<file path="src/rtl/cla_pipe_addsub.sv">
// cla_pipe_addsub
// Two-stage pipelined carry-lookahead adder/subtractor with an internal
// accumulator and valid/ready flow control on both sides.
//
// Parameters
//   WIDTH  operand/result width (2..64)
//   GROUP  bits per first-level lookahead group (last group may be partial)
//
// Ports
//   clk        rising-edge clock
//   rst        synchronous active-high reset
//   in_valid   request present
//   in_ready   request accepted on this edge when in_valid && in_ready
//   op         00 add, 01 subtract, 10 accumulate, 11 clear accumulator
//   a, b       operands (b ignored for accumulate/clear)
//   cin        carry-in, used by add only
//   out_valid  result present
//   out_ready  downstream accepts result
//   sum        result (modulo 2^WIDTH)
//   cout       carry out of MSB (subtract: 1 = no borrow)
//   ovf        two's-complement signed overflow
module cla_pipe_addsub #(
  parameter int WIDTH = 24,
  parameter int GROUP = 4
) (
  input  logic             clk,
  input  logic             rst,
  input  logic             in_valid,
  output logic             in_ready,
  input  logic [1:0]       op,
  input  logic [WIDTH-1:0] a,
  input  logic [WIDTH-1:0] b,
  input  logic             cin,
  output logic             out_valid,
  input  logic             out_ready,
  output logic [WIDTH-1:0] sum,
  output logic             cout,
  output logic             ovf
);

  localparam int NG = (WIDTH + GROUP - 1) / GROUP;

  typedef enum logic [1:0] {
    OP_ADD = 2'b00,
    OP_SUB = 2'b01,
    OP_ACC = 2'b10,
    OP_CLR = 2'b11
  } op_t;

  // Stage 1: conditioned operands
  logic             s1_valid;
  op_t              s1_op;
  logic [WIDTH-1:0] s1_a;
  logic [WIDTH-1:0] s1_b;
  logic             s1_c0;

  logic [WIDTH-1:0] acc;

  // Flow control: a stage may load when its downstream slot is free or
  // being emptied on the same edge.
  logic s2_adv;
  logic s1_adv;

  assign s2_adv   = !out_valid || out_ready;
  assign s1_adv   = !s1_valid || s2_adv;
  assign in_ready = s1_adv;

  // The accumulator is picked here rather than in S1 so that a run of
  // accumulates always sees the value written by the previous one.
  logic [WIDTH-1:0] x;
  logic [WIDTH-1:0] y;

  assign x = s1_a;
  assign y = (s1_op == OP_ACC) ? acc : s1_b;

  logic [WIDTH-1:0] g;
  logic [WIDTH-1:0] p;
  logic [NG-1:0]    grp_g;
  logic [NG-1:0]    grp_p;
  logic [NG:0]      grp_c;
  logic [WIDTH:0]   c;
  logic             term;

  // Every carry is written as a flat sum of products (g AND run of p), so
  // no carry is expressed through another carry at the same level.
  always_comb begin
    // NOTE: every variable gets a value before any branch/loop so no
    // path leaves it unassigned, which would otherwise infer a latch.
    g     = x & y;
    p     = x ^ y;
    grp_g = '0;
    grp_p = '1;
    grp_c = '0;
    c     = '0;
    term  = 1'b0;

    // First level: group generate/propagate
    for (int k = 0; k < NG; k++) begin
      for (int j = 0; j < GROUP; j++) begin
        if (k * GROUP + j < WIDTH) begin
          grp_p[k] = grp_p[k] & p[k*GROUP+j];
          term = g[k*GROUP+j];
          for (int m = 0; m < GROUP; m++) begin
            if (m > j && k * GROUP + m < WIDTH) term = term & p[k*GROUP+m];
          end
          grp_g[k] = grp_g[k] | term;
        end
      end
    end

    // Second level: carry into each group (grp_c[NG] is the final carry)
    for (int k = 0; k <= NG; k++) begin
      for (int j = 0; j < NG; j++) begin
        if (j < k) begin
          term = grp_g[j];
          for (int m = 0; m < NG; m++) begin
            if (m > j && m < k) term = term & grp_p[m];
          end
          grp_c[k] = grp_c[k] | term;
        end
      end
      term = s1_c0;
      for (int m = 0; m < NG; m++) begin
        if (m < k) term = term & grp_p[m];
      end
      grp_c[k] = grp_c[k] | term;
    end

    // Bit carries inside each group, from that group's carry-in
    for (int i = 0; i < WIDTH; i++) begin
      term = grp_c[i/GROUP];
      for (int m = 0; m < GROUP; m++) begin
        if ((i / GROUP) * GROUP + m < i) term = term & p[(i/GROUP)*GROUP+m];
      end
      c[i] = term;
      for (int j = 0; j < GROUP; j++) begin
        if ((i / GROUP) * GROUP + j < i) begin
          term = g[(i/GROUP)*GROUP+j];
          for (int m = 0; m < GROUP; m++) begin
            if (m > j && (i / GROUP) * GROUP + m < i) term = term & p[(i/GROUP)*GROUP+m];
          end
          c[i] = c[i] | term;
        end
      end
    end
    c[WIDTH] = grp_c[NG];
  end

  logic [WIDTH-1:0] s2_sum;
  logic             s2_cout;
  logic             s2_ovf;

  assign s2_sum  = p ^ c[WIDTH-1:0];
  assign s2_cout = c[WIDTH];
  assign s2_ovf  = c[WIDTH] ^ c[WIDTH-1];

  // NOTE: state is assigned with <= so every register samples the values
  // from before the edge; blocking here would create order-dependent races.
  always_ff @(posedge clk) begin
    if (rst) begin
      s1_valid  <= 1'b0;
      s1_op     <= OP_ADD;
      s1_a      <= '0;
      s1_b      <= '0;
      s1_c0     <= 1'b0;
      out_valid <= 1'b0;
      sum       <= '0;
      cout      <= 1'b0;
      ovf       <= 1'b0;
      acc       <= '0;
    end else begin
      if (s1_adv) begin
        s1_valid <= in_valid;
        if (in_valid) begin
          s1_op <= op_t'(op);
          s1_a  <= a;
          s1_b  <= (op_t'(op) == OP_SUB) ? ~b : b;
          case (op_t'(op))
            OP_ADD:  s1_c0 <= cin;
            OP_SUB:  s1_c0 <= 1'b1;
            default: s1_c0 <= 1'b0;
          endcase
        end
      end

      if (s2_adv) begin
        out_valid <= s1_valid;
        if (s1_valid) begin
          if (s1_op == OP_CLR) begin
            sum  <= '0;
            cout <= 1'b0;
            ovf  <= 1'b0;
            acc  <= '0;
          end else begin
            sum  <= s2_sum;
            cout <= s2_cout;
            ovf  <= s2_ovf;
            if (s1_op == OP_ACC) acc <= s2_sum;
          end
        end
      end
    end
  end

endmodule

</file>
<file path="config.mk">
export PLATFORM = sky130hd
export DESIGN_NAME = cla_pipe_addsub
export DESIGN_NICKNAME = d
export VERILOG_FILES = /design/src/rtl/cla_pipe_addsub.sv
export SDC_FILE = /design/constraint.sdc
export NUM_CORES = 1
export LEC_CHECK = 0
export CAP_MARGIN = 15
export CORE_ASPECT_RATIO = 1.25
export CORE_MARGIN = 2
export CORE_UTILIZATION = 30
export CTS_BUF_LIST = sky130_fd_sc_hd__clkbuf_8 sky130_fd_sc_hd__clkbuf_16
export CTS_CLUSTER_SIZE = 8
export DETAILED_ROUTE_END_ITERATION = 16
export REMOVE_ABC_BUFFERS = 1
export SYNTH_ARGS = -nofsm -noshare
export SYNTH_HDL_FRONTEND = slang
export SYNTH_SLANG_ARGS = --single-unit
</file>
<file path="constraint.sdc">
create_clock -name clk -period 4.6 [get_ports clk]
set_input_delay 0.92 -clock clk [delete_from_list [all_inputs] [get_ports clk]]
set_output_delay 0.92 -clock clk [all_outputs]
set_load 0.05 [all_outputs]
</file>
==> flow_summary.toml <==
[status]
status = "finished clean"

[timing]
finalMaxSlewViolations = 0
fin_skew_ns = 0.00683
grt_setup_unrepaired = "false"
tightest_slew_ns = 0.977
setup_viol = 0
final.setup.tns_ns = 0
fin_crit_ns = 3.90
layout_setup_ws_ns = 0.696
fin_crit_sh_pct = 84.9
hold_violations = 0
max_clock_freq_mhz = 256
slew-limit-headroom_pct = 34.7

[die]
ioPinCount = 83
die_height_um = 152
rows = 54
initial_core_util_pct = 30.4
die_w_um = 122
core_sq_mm = 0.0173
die_area_sq_mm = 0.0186

[route]
totalWireLength_mm = 13.3
detail_route.iter0.violations = 228
avgViaCountPerCell = 4.74
drcViolationCount = 0
ant_nets = 0
vias = 4387
drtPass1Iterations = 4
wire_per_inst_um = 14.4

[clock_tree]
ctsHtreeMaxLevel = 3
cts_sinks = 103
ctsLongestPathBuffers = 2
cts_setup_buffers = 0
clk_pin_slew_worst_paths_ns = 0.07
cts_tree = "built"
cts_made_buffers = 9
ctsHoldBuffers = 0
ctsResizeCount = 0
clkLatencyLatePin_ns = 0.35
clockRootBuffer = "clkbuf_16"

[logic_synthesis]
synth-edff-count = 0
avgSynthCellArea_sq_um = 8.24
netlist_instances = 637
ys_seq_area_share_pct = 39.3
yosys_warnings = 0
synth.distinct_cells = 40
synth_area_sq_mm = 0.00525
async_reset_ff_share_pct = 0
ys_seq_elements = 103
synth_area_leaders = "dfxtp_1 (39%), nand2_1 (8.7%), a21oi_1 (8.2%)"
ys.flop_type = "dfxtp_1"
synth_top_area_share_pct = 39.3
synth.largest_area_cell = "dfxtp_1"

[worst_setup_path]
worstSetupPathType = "flop to flop"
endpoint_kind = "flop"
reg2reg_depth = 17
crit_slowest_cell = "dfxtp_1"
cp-start-kind = "flop"
worstPathRequired_ns = 4.88
cpPeakStageDelay_ns = 0.44
crit_fanout = 12
cp_common_cell = "a21o_1"
critical_path.startpoint = "s1_op[0]$_SDFFE_PP0P_"
arrival_ns = 4.18
path_cells = "nand2b_1 > buf_4 > mux2_2 > ha_1 > a21o_1 > a21o_1 > a21oi_1 > nand3_2 > a21o_1 > nor2b_1 > ha_1 > o21a_1 > o21ai_1 > nand2b_1 > xnor2_1 > or3_1 > a21oi_1"
r2r_start = "s1_op[0]$_SDFFE_PP0P_"

[layout]
drive_above_1_share_pct = 7.83
n_antenna_cell = 0
fin_area_sq_mm = 0.00654
nets = 788
final_util_pct = 37.8
area_growth_pct = 24.6

[global_route]
antenna_found_initial = 0
grt_first_pass_wirelength_mm = 22.2
grt_max_degree = 75
gr-total-overflow = 0
grt_pass1_vias = 4435
track_usage_pct = 15.1

[place]
detailed_place_hpwl_mm = 9.20
place_area_sq_mm = 0.00623
gp_congestion = 0.797
pre_cts_ws_ns = 0.713
io_buffers = 82

[pwr]
power.leakage_nw = 2.56
ir_worst_vdd_mv = 0.147
power_density_mw_per_mm2 = 331

[min_path]
hold_path_depth = 2
min_path_type = "flop to flop"
hold_path.startpoint = "acc[16]$_SDFFE_PP0P_"

[flow_run]
cap_violations = 0
## stage by stage
step	power, W	cells	hold slack [ns]
floorplan	0.00124	596	0.423
global placement	0.00140	910	0.438
detailed placement	0.00140	910	0.442
CTS	0.00219	926	0.452
global route	0.00227	926	0.471
finish	0.00216	926	0.451
## Yosys cell counts (2+ instances only)
cell and n:
nand2_1 122, dfxtp_1 103, a21oi_1 86, nor2_1 63
ha_1 30, nor3_1 30, xnor2_1 28, buf_2 25
a211oi_1 24, mux2_2 24, o21a_1 17, clkbuf_1 15
inv_1 9, fa_1 6, nand3_1 6, a21o_1 5
nor2b_1 5, and2_1 4, o21ai_1 4, nand2b_1 3
nand3b_1 3, nand4_1 3, xor2_1 3, o211ai_1 2
or2_1 2
## final timing paths
| kind | to | slack (ns) |
|---|---|---|
| max | acc[23]$_SDFFE_PP0P_ | 0.70 |
| min reg2reg | acc[16]$_SDFFE_PP0P_ | 0.45 |
| max reg2reg | acc[23]$_SDFFE_PP0P_ | 0.70 |
| min | acc[16]$_SDFFE_PP0P_ | 0.45 |
## kinds of logic (layout without fill, tap and decap cells)
group                      Yosys count  count (layout)  share of synthesized area [%]
DFF                                103             103                           39.3
AOI/OAI and AO/OA                  145             145                           16.6
muxes                               24              24                           5.15
and+or+nand+nor                    248             248                           20.2
xor gates and xnor gates            31              31                           5.17
buffers and inverters               50             115                           4.17
adders and majority gates           36              36                           9.44
## sequential cells by signal, indices dropped and copies added (netlist names)
name       count
out_valid      1
s1_valid       1
s1_c0          1
acc           24
s1_op          2
s1_a          24
ovf            1
sum           24
s1_b          24
cout           1
## power by group
group / leakage, nW / total, W / switching (W) / internal (W)
Sequential: 0.844 / 0.000969 / 0.0000305 / 0.000938
Combinational: 1.56 / 0.000406 / 0.000227 / 0.000178
Clock: 0.152 / 0.000789 / 0.000338 / 0.000451
## cells in the final DEF, fill, tap and decap left out, types with 24 or more instances in the layout
master / count
a211oi_1: 24
a21oi_1: 86
dfxtp_1: 103
ha_1: 30
nand2_1: 122
mux2_2: 24
xnor2_1: 28
clkdlybuf4s50_1: 81
nor3_1: 30
nor2_1: 63
## cell type report
class | instances | area (sq um)
clock buffers | 11 | 253
fillers | 1868 | 10800
repair buffers | 90 | 878
clock inverters | 5 | 56.3
inverters | 9 | 33.8
flip-flops and latches | 103 | 2060
multi-input cells | 484 | 2980
well taps | 224 | 280
## critical path: cells and delay by family, from the launching register on
family,cells,cell delay [ns]
AOI/OAI and AO/OA,7,1.22
adders and majority gates,2,0.52
and+or+nand+nor,5,0.91
xor gates and xnor gates,1,0.15
buffers and inverters,1,0.24
DFF,1,0.44
muxes,1,0.36
## layer usage
layer  up-vias  wire (um)  global-route usage, %
li1       2288          -                      -
met2        63       6660                   25.7
met1      2018       5910                   18.6
met3        18        425                   2.18
met5         -          0                      0
met4         0        348                   6.62
(Power assumes the default switching activity.)
